--- src/rtl/alu_pkg.sv ---
// ---------------------------------------------------------------------------
// alu_pkg
// Shared definitions for the shared-ALU arbiter slice.
//   XLEN         : datapath width (32)
//   alu_op_e     : 4-bit ALU control codes ALU_ADD .. ALU_AND (codes 10..15
//                  are unassigned and produce a zero result)
//   out_state_e  : occupancy of the one-entry response register
// ---------------------------------------------------------------------------
package alu_pkg;

  localparam int XLEN = 32;

  typedef enum logic [3:0] {
    ALU_ADD  = 4'd0,
    ALU_SUB  = 4'd1,
    ALU_SLL  = 4'd2,
    ALU_SLT  = 4'd3,
    ALU_SLTU = 4'd4,
    ALU_XOR  = 4'd5,
    ALU_SRL  = 4'd6,
    ALU_SRA  = 4'd7,
    ALU_OR   = 4'd8,
    ALU_AND  = 4'd9
  } alu_op_e;

  typedef enum logic {
    OUT_EMPTY = 1'b0,
    OUT_FULL  = 1'b1
  } out_state_e;

endpackage

--- src/rtl/alu.sv ---
// ---------------------------------------------------------------------------
// alu
// Purely combinational 32-bit integer ALU.
//   a, b   : operands
//   op     : 4-bit control code (alu_pkg::alu_op_e); unknown codes give 0
//   result : operation result
// Shift amounts use only b[4:0].
// ---------------------------------------------------------------------------
module alu
  import alu_pkg::*;
(
  input  logic [XLEN-1:0] a,
  input  logic [XLEN-1:0] b,
  input  logic [3:0]      op,
  output logic [XLEN-1:0] result
);

  // One result per code; the default arm covers the unassigned codes 10..15.
  always_comb begin
    result = '0;
    case (op)
      ALU_ADD:  result = a + b;
      ALU_SUB:  result = a - b;
      ALU_SLL:  result = a << b[4:0];
      ALU_SLT:  result = {{(XLEN-1){1'b0}}, ($signed(a) < $signed(b))};
      ALU_SLTU: result = {{(XLEN-1){1'b0}}, (a < b)};
      ALU_XOR:  result = a ^ b;
      ALU_SRL:  result = a >> b[4:0];
      ALU_SRA:  result = $unsigned($signed(a) >>> b[4:0]);
      ALU_OR:   result = a | b;
      ALU_AND:  result = a & b;
      default:  result = '0;
    endcase
  end

endmodule

--- src/rtl/rr_arbiter.sv ---
// ---------------------------------------------------------------------------
// rr_arbiter
// Combinational round-robin pick.
//   req   : request vector
//   ptr   : index with highest priority this cycle
//   grant : one-hot (or zero when no request) grant
//   idx   : binary index of the granted requester (0 when none)
// The search runs from ptr upward, wrapping modulo NREQ.
// ---------------------------------------------------------------------------
module rr_arbiter #(
  parameter  int NREQ = 2,
  localparam int IDW  = $clog2(NREQ)
) (
  input  logic [NREQ-1:0] req,
  input  logic [IDW-1:0]  ptr,
  output logic [NREQ-1:0] grant,
  output logic [IDW-1:0]  idx
);

  logic found;

  // Outer loop walks priority order (offset k from ptr); the inner loop maps
  // that rotated position back onto a fixed bit index so every select into
  // req/grant is by a plain loop index.
  always_comb begin
    grant = '0;
    idx   = '0;
    found = 1'b0;
    for (int k = 0; k < NREQ; k++) begin
      for (int j = 0; j < NREQ; j++) begin
        if (!found && req[j] && (j == ((int'(ptr) + k) % NREQ))) begin
          found    = 1'b1;
          grant[j] = 1'b1;
          idx      = IDW'(j);
        end
      end
    end
  end

endmodule

--- src/rtl/alu_share_arbiter.sv ---
// ---------------------------------------------------------------------------
// alu_share_arbiter
// Shares one ALU among NREQ requesters with round-robin arbitration and a
// one-entry registered response tagged with the issuing requester.
//   clk, rst_n          : clock, async active-low reset
//   req_valid/req_ready : per-requester handshake (ready is one-hot-or-zero)
//   req_a/req_b/req_op  : per-requester operands and ALU code
//   rsp_valid/rsp_ready : response handshake
//   rsp_id              : requester that issued the held result
//   rsp_result/rsp_zero : registered result and (result == 0)
// A drain and a new grant may happen on the same edge, giving one op/cycle.
// ---------------------------------------------------------------------------
module alu_share_arbiter
  import alu_pkg::*;
#(
  parameter  int NREQ = 2,
  localparam int IDW  = $clog2(NREQ)
) (
  input  logic                      clk,
  input  logic                      rst_n,
  input  logic [NREQ-1:0]           req_valid,
  output logic [NREQ-1:0]           req_ready,
  input  logic [NREQ-1:0][XLEN-1:0] req_a,
  input  logic [NREQ-1:0][XLEN-1:0] req_b,
  input  logic [NREQ-1:0][3:0]      req_op,
  output logic                      rsp_valid,
  input  logic                      rsp_ready,
  output logic [IDW-1:0]            rsp_id,
  output logic [XLEN-1:0]           rsp_result,
  output logic                      rsp_zero
);

  out_state_e      state, state_next;
  logic [IDW-1:0]  rr_ptr;
  logic [NREQ-1:0] arb_grant;
  logic [IDW-1:0]  gnt_idx;
  logic            can_accept;
  logic            granted;
  logic [XLEN-1:0] alu_result;

  assign rsp_valid  = (state == OUT_FULL);
  assign can_accept = !rsp_valid || rsp_ready;
  assign granted    = can_accept && (|req_valid);
  assign req_ready  = can_accept ? arb_grant : '0;

  rr_arbiter #(.NREQ(NREQ)) u_arb (
    .req   (req_valid),
    .ptr   (rr_ptr),
    .grant (arb_grant),
    .idx   (gnt_idx)
  );

  // Operands reach the ALU only through the granted-index mux and land in
  // registers, so payload never reaches an output combinationally.
  alu u_alu (
    .a      (req_a[gnt_idx]),
    .b      (req_b[gnt_idx]),
    .op     (req_op[gnt_idx]),
    .result (alu_result)
  );

  // Response register occupancy.
  always_ff @(posedge clk or negedge rst_n) begin
    if (!rst_n) begin
      state <= OUT_EMPTY;
    end else begin
      state <= state_next;
    end
  end

  // A grant always fills the register (even while draining); without a
  // grant, a taken response empties it.
  always_comb begin
    state_next = state;
    case (state)
      OUT_EMPTY: if (granted) state_next = OUT_FULL;
      OUT_FULL:  if (!granted && rsp_ready) state_next = OUT_EMPTY;
      default:   state_next = OUT_EMPTY;
    endcase
  end

  // Payload and round-robin pointer only move on a grant; after a drain the
  // last result stays visible with rsp_valid low.
  always_ff @(posedge clk or negedge rst_n) begin
    if (!rst_n) begin
      rsp_result <= '0;
      rsp_zero   <= 1'b0;
      rsp_id     <= '0;
      rr_ptr     <= '0;
    end else if (granted) begin
      rsp_result <= alu_result;
      rsp_zero   <= (alu_result == '0);
      rsp_id     <= gnt_idx;
      rr_ptr     <= (gnt_idx == IDW'(NREQ - 1)) ? '0 : gnt_idx + 1'b1;
    end
  end

endmodule

--- config.mk ---
export PLATFORM = sky130hd
export DESIGN_NAME = alu_share_arbiter
export DESIGN_NICKNAME = d
export VERILOG_FILES = /design/src/rtl/alu_pkg.sv /design/src/rtl/alu.sv /design/src/rtl/rr_arbiter.sv /design/src/rtl/alu_share_arbiter.sv
export SDC_FILE = /design/constraint.sdc
export NUM_CORES = 1
export LEC_CHECK = 0
export CAP_MARGIN = 20
export CORE_MARGIN = 2
export CORE_UTILIZATION = 40
export CTS_BUF_LIST = sky130_fd_sc_hd__clkbuf_16
export CTS_CLUSTER_SIZE = 24
export DETAILED_ROUTE_END_ITERATION = 7
export SETUP_SLACK_MARGIN = 0.05
export SYNTH_ARGS = -nofsm -noshare
export SYNTH_HDL_FRONTEND = slang
export SYNTH_SLANG_ARGS = --single-unit
--- constraint.sdc ---
create_clock -name clk -period 5.2 [get_ports clk]
set_clock_uncertainty 0.1 [all_clocks]
set_input_delay 1.3 -clock clk [delete_from_list [all_inputs] [get_ports clk]]
set_output_delay 1.3 -clock clk [all_outputs]
set_load 0.01 [all_outputs]
==> results of run 1 <==
Yosys cell counts, types with 9 or more instances:
cell type	n	area (sq um)
nand2_1	362	1360
nor2_1	151	567
a21oi_1	143	716
o21ai_0	109	546
inv_1	104	390
mux2i_1	98	981
ha_1	97	1210
clkbuf_1	71	267
a211oi_1	62	465
nor3_1	59	295
mux2_2	55	619
nand3_1	51	255
buf_2	49	245
nor4_1	49	307
o211ai_1	47	353
nand4_1	38	238
a31oi_1	36	225
dfrtp_1	36	901
a21o_1	25	188
a22oi_1	23	173
nor2b_1	23	144
buf_1	22	82.6
a221oi_1	21	184
buf_6	18	203
o2111ai_1	18	158
o31ai_1	18	135
o221ai_1	17	149
buf_4	16	120
and3_1	15	93.8
o22ai_1	15	93.8
nand2b_1	14	87.6
xnor2_1	14	123
a21boi_0	11	82.6
o21bai_1	11	82.6
mux4_2	10	225
o21a_1	10	75.1
or4_1	10	75.1
a211o_1	9	78.8
a221o_1	9	90.1
and2_1	9	56.3
o21ai_1	9	45.0
worst reg2reg max path, delay by kind of cell (launching register included):
kind                     cells  cell delay, ns
flip-flops                   1            0.42
AND/OR/NAND/NOR              9            1.74
adder cells (fa/ha/maj)      1            0.12
AO/OA/AOI/OAI                4            1.24
buffers and inverters        8            1.10
logic make-up (layout without fill, tap and decap cells):
family	count (synthesis)	after routing	synth area share (%)
AND/OR/NAND/NOR	848	848	28.1
AO/OA/AOI/OAI	694	694	33.5
buffers and inverters	290	1139	9.50
multiplexers	166	166	12.9
adder cells (fa/ha/maj)	99	99	8.69
flip-flops	36	36	6.24
XOR/XNOR	18	18	1.09
per-stage QoR:
| step | total power [uW] | util, % |
|---|---|---|
| after global placement | 4530 | 62.1 |
| after global routing | 5620 | 66.5 |
| after detailed placement | 4560 | 62.1 |
| after floorplan | 2280 | - |
| after CTS | 5010 | 64.2 |
| final | 5410 | 66.5 |
cell usage in the layout (no fill, tap or decap), types with 10 or more instances in the layout:
cell type,count
buf_4,803
a221oi_1,19
a31oi_1,34
o2111ai_1,14
o21a_1,10
mux2i_1,96
nand2_1,342
a21o_1,25
o21ai_0,98
nand3_1,48
a211oi_1,53
nor4_1,39
nand2_2,12
inv_1,100
o22ai_1,14
and3_1,14
nand2b_1,14
o211ai_1,47
nand4_1,38
o21bai_1,11
ha_4,15
a21oi_1,128
a21oi_2,13
nor2_1,146
a22oi_1,22
mux4_2,10
o221ai_1,16
o21ai_1,13
buf_6,19
clkdlybuf4s50_1,170
dfrtp_1,36
ha_1,80
xnor2_1,14
nor2b_1,22
nor3_1,51
mux2_2,53
o31ai_1,13
buf_12,18
sequential cells by signal (all words and copies together) (netlist names):
name,flops
rsp_result,32
rsp_valid,1
rr_ptr,1
rsp_id,1
rsp_zero,1
layout make-up:
class | count | area share, %
Clock buffer | 5 | 0.529
Clock inverter | 2 | 0.0317
Inverter | 112 | 1.79
Multi-Input combinational cell | 1825 | 55.7
Sequential cell | 36 | 3.81
Tap cell | 461 | 2.44
Timing Repair Buffer | 1020 | 35.7
metal layers:
metal	GRT usage [%]	vias to the layer above	wire length [microns]
li1	-	9772	-
met1	59.6	10500	35200
met2	68.7	1647	37600
met3	10.3	367	11400
met4	27.9	8	7140
met5	0	-	58
repair_timing:
| item | 4_1_cts | 5_1_grt |
|---|---|---|
| pin swaps | 26 | 58 |
| cloned | 2 | 1 |
| buffers inserted | 16 | 24 |
| gates resized for setup | 98 | 129 |
| endpoints found under the setup margin | 22 | 8 |
power breakdown:
part           switching (uW)  total (uW)  internal [uW]
Sequential               40.4         390            350
Clock                     113         285            171
Combinational            2550        4740           2190
Total                    2700        5410           2710
final timing paths:
kind                           startpoint              to  cells after the start  slack [ns]
setup / recovery             req_valid[1]        rsp_zero                     18       -0.24
hold / removal             rsp_result[17]  rsp_result[17]                      2        0.37
setup reg to reg                   rr_ptr        rsp_zero                     22        0.37
hold reg to reg            rsp_result[17]  rsp_result[17]                      2        0.37
max in group asynchronous           rst_n  rsp_result[16]                      1        3.48
min in group asynchronous           rst_n  rsp_result[13]                      1        1.01
==> flow_metrics.env, run 1 <==
export IMPL_setup_viol=2
export IMPL_min_period_over_period_pct=105
export IMPL_ios=178
export IMPL_clk_transition_reported_paths_ns=0.06
export IMPL_max_cap_violations=0
export IMPL_fmaxAchievable_mhz=184
export IMPL_required_ns=5.28
export IMPL_cp_slowest_stage_delay_ns=0.64
export IMPL_ys_ff_latch=36
export IMPL_die_h_microns=194
export IMPL_areaGrowthSynthToFinish_pct=64.0
export IMPL_fin_crit_ns=5.44
export IMPL_peakVddDrop_v=0.000325
export IMPL_yosysWarnings=0
export IMPL_place_gp_congestion=1.10
export IMPL_core_sq_um=35600
export IMPL_drc=0
export IMPL_fin_nets=3240
export IMPL_cp_max_fo=67
export IMPL_hold_path_class="reg2reg"
export IMPL_cpMostUsedCell="buf_4"
export IMPL_slew_headroom_pct=18.2
export IMPL_tns_ns=-0.318
export IMPL_crit_family="simple AND/OR/NAND/NOR gates"
export IMPL_synth_edff_count=0
export IMPL_crit_path_cell_trace="buf_4 -> inv_4 -> buf_4 -> o21ai_1 -> nand2_2 -> inv_2 -> buf_4 -> mux2i_1 -> nor2_1 -> nor4_1 -> nand3_2 -> nor4_2 -> buf_4 -> nand4_1 -> nor4_2 -> buf_4 -> nand4b_1 -> o41ai_2"
export IMPL_syn_num_nets=2391
export IMPL_rsz0062_at_grt="true"
export IMPL_fin_hold_ws_ns=0.373
export IMPL_syn_cell_area_sq_um=14400
export IMPL_violations="negative setup slack"
export IMPL_cp_start_kind="input port"
export IMPL_cts_tree="yes"
export IMPL_hpwl_mm=74.4
export IMPL_fillers=3175
export IMPL_ys_flop_type="dfrtp_1"
export IMPL_slew_viol_final=0
export IMPL_fp_dieW_microns=194
export IMPL_grt_max_degree=68
export IMPL_p_leak_uw=0.0109
export IMPL_drive_above_1_share_pct=37.2
export IMPL_multi_input_area_sq_um=13200
export IMPL_grt_overflow=0
export IMPL_cts_hold_fix_buffers=0
export IMPL_cts_made_buffers=5
export IMPL_place_inst=3411
export IMPL_grt_pass1_vias=20900
export IMPL_routedWlPerCell_microns=26.4
export IMPL_yosysUniqueCellTypes=110
export IMPL_async_flop_share_pct=100
export IMPL_design_area_sq_um=23700
export IMPL_diodes=0
export IMPL_place_area_sq_um=22100
export IMPL_fin_ws_ns=-0.242
export IMPL_critPathCaptureType="flop"
export IMPL_critPathBufInv=7
export IMPL_crit_arrival_ns=5.53
export IMPL_cts_buffer_depth=2
export IMPL_fp_row_count=69
export IMPL_clock_latency_ns=0.28
export IMPL_io_buffer_count=177
export IMPL_status="finished with violations"
export IMPL_final_cells=3461
export IMPL_dieArea_sq_um=37600
export IMPL_dp_slack_ns=-1.89
export IMPL_wirelength_mm=91.4
export IMPL_netlist_instances=2151
export IMPL_ant_nets=0
export IMPL_tightestPinTransition_ns=1.22
export IMPL_cts_htree_levels=2
export IMPL_regArea_sq_um=901
export IMPL_initialDrtViolationCount=3184
export IMPL_critPathKind="in2reg"
export IMPL_avgSynthCellArea_sq_um=6.71
export IMPL_vias_per_cell=6.45
export IMPL_synth_seq_area_share_pct=6.24
export IMPL_finalHoldViolCount=0
export IMPL_antenna_found_initial=5
export IMPL_vias=22300
export IMPL_p_per_area_nw_per_um2=229
export IMPL_cp_slowest_cell="buf_4"
export IMPL_grt_usage_pct=45.8
export IMPL_grt_pass1_wl_mm=132
export IMPL_dr_pass1_iters=7
export IMPL_cts_root_buf="clkbuf_16"
export IMPL_initial_core_util_pct=40.6
export IMPL_cts_sink_count=36
No activity file was read; power rests on OpenSTA's default activity.
==> run 2, diff against run 1 <==
--- a/config.mk
+++ b/config.mk
@@ -12,6 +12,7 @@
 export CTS_CLUSTER_SIZE = 24
 export DETAILED_ROUTE_END_ITERATION = 7
 export SETUP_SLACK_MARGIN = 0.05
+export SKIP_CTS_REPAIR_TIMING = 1
 export SYNTH_ARGS = -nofsm -noshare
 export SYNTH_HDL_FRONTEND = slang
 export SYNTH_SLANG_ARGS = --single-unit
==> run 2 against run 1 <==
Compared with the run above:
- the run still ends with negative setup slack left
- worst hold slack barely moved
- sequential cell count did not move
- sequential power barely moved
- core utilization fell by 0.79 points
- design area fell by 1.2%
- power fell by 1.3%
- global-route usage fell by 0.74 points
- register-to-register slack got worse by 0.07 ns
- critical path type unchanged
- critical endpoint unchanged
- largest cell class unchanged
- largest power group unchanged
==> flow_metrics.env, run 2 (same netlist as run 1, synthesis figures left out) <==
export IMPL_ios=178
export IMPL_r2r_start="rr_ptr"
export IMPL_areaGrowthSynthToFinish_pct=62.1
export IMPL_cp_start_kind="input port"
export IMPL_startpoint="req_valid[0]"
export IMPL_max_cap_violations=0
export IMPL_grt_usage_pct=45.0
export IMPL_cts_made_buffers=5
export IMPL_peakVddDrop_v=0.000326
export IMPL_largest_register_ffs=32
export IMPL_place_area_sq_um=22100
export IMPL_final_common_cell="buf_4"
export IMPL_hold_path_class="reg2reg"
export IMPL_place_gp_congestion=1.10
export IMPL_hpwl_mm=74.4
export IMPL_wirelength_mm=90.3
export IMPL_fin_hold_ws_ns=0.373
export IMPL_clock_latency_ns=0.28
export IMPL_dieArea_sq_um=37600
export IMPL_critPathCaptureType="flop"
export IMPL_critPathKind="in2reg"
export IMPL_final_cell_mix="buf_4 (798), nand2_1 (344), clkdlybuf4s50_1 (170)"
export IMPL_slew_headroom_pct=20.5
export IMPL_grt_pass1_vias=20600
export IMPL_routedWlPerCell_microns=26.2
export IMPL_p_per_area_nw_per_um2=228
export IMPL_drc=0
export IMPL_status="finished with violations"
export IMPL_fp_dieW_microns=194
export IMPL_finalHoldViolCount=0
export IMPL_cts_htree_levels=2
export IMPL_cts_buffer_depth=2
export IMPL_p_leak_uw=0.0108
export IMPL_final_core_util_pct=65.7
export IMPL_ant_nets=0
export IMPL_fp_row_count=69
export IMPL_vias=22100
export IMPL_setup_viol=2
export IMPL_tightestPinTransition_ns=1.16
export IMPL_crit_arrival_ns=5.58
export IMPL_vias_per_cell=6.41
export IMPL_antenna_found_initial=3
export IMPL_fin_ws_ns=-0.301
export IMPL_initialDrtViolationCount=2764
export IMPL_grt_pass1_wl_mm=130
export IMPL_rsz0062_at_grt="true"
export IMPL_cts_sink_count=36
export IMPL_min_period_over_period_pct=106
export IMPL_cp_max_fo=5
export IMPL_fmaxAchievable_mhz=182
export IMPL_dr_pass1_iters=6
export IMPL_slew_viol_final=0
export IMPL_io_buffer_count=177
export IMPL_grt_overflow=0
export IMPL_cts_root_buf="clkbuf_16"
export IMPL_core_sq_um=35600
export IMPL_fin_nets=3228
export IMPL_fin_crit_ns=5.50
export IMPL_cts_tree="yes"
export IMPL_initial_core_util_pct=40.6
export IMPL_die_h_microns=194
export IMPL_violations="negative setup slack"
export IMPL_design_area_sq_um=23400
export IMPL_drive_above_1_share_pct=36.3
export IMPL_grt_max_degree=68
export IMPL_clk_transition_reported_paths_ns=0.06
export IMPL_p_total_uw=5340
export IMPL_largest_register="rsp_result"
export IMPL_required_ns=5.28
export IMPL_min_delay_start="rsp_result[17]"
export IMPL_dp_slack_ns=-1.89
[run 2: cell count changes in the layout (fill, tap and decap cells not counted), sizes merged]
cell          change
diode             +2
buf              -12
clkbuf            +2
dlymetal6s2s      +2
bufbuf            -2
dlygate4sd2       -2
[run 2: final timing paths]
path                       slack (ns)  depth (start not counted)              to
max in group asynchronous        3.48                          1  rsp_result[23]
min reg2reg                      0.37                          2  rsp_result[17]
min                              0.37                          2  rsp_result[17]
min in group asynchronous        1.01                          1  rsp_result[13]
max                             -0.30                         23        rsp_zero
max reg2reg                      0.30                         22        rsp_zero
[run 2: per-stage QoR]
stage | std cells | setup TNS, ns
global route | 3449 | -0.701
global placement | 3411 | -14.07
detailed placement | 3411 | -15.49
floorplan | 2151 | -0.679
finish | 3451 | -0.405
CTS | 3418 | -9.15
[run 2: cell type report]
cell class                      count  area [sq um]
Sequential cell                    36           901
Antenna cell                        2          5.00
Timing Repair Buffer             1008          8320
Tap cell                          461           577
Fill cell                        3214         12200
Clock inverter                      2          7.51
Clock buffer                        5           125
Inverter                          112           423
Multi-Input combinational cell   1825         13000
[run 2: per-layer routing]
metal  part of all wire, %  GRT usage (%)
met3                    12           10.3
met2                    41           67.2
met4                   7.9           27.3
met5                 0.013              0
met1                    39           58.9
[run 2: power breakdown]
group,total [uW],switching (uW),internal (uW)
sequential,390,40.3,350
clock,284,112,171
combinational,4670,2510,2150
total,5340,2670,2680
[run 2: worst max-delay path, stage by stage]
cell and delay, ns:
buf_6 0.09, buf_6 0.12, nand2b_4 0.16, buf_6 0.13
buf_6 0.11, nand3_4 0.09, nand2_4 0.12, ha_4 0.14
inv_2 0.04, fa_2 0.35, xor2_1 0.14, or3_1 0.30
a311o_1 0.38, a221o_1 0.32, nor4_4 0.27, nand3_2 0.18
nor4_2 0.32, buf_4 0.15, nand4_1 0.11, nor4_2 0.28
buf_4 0.16, nand4b_1 0.10, o41ai_2 0.20
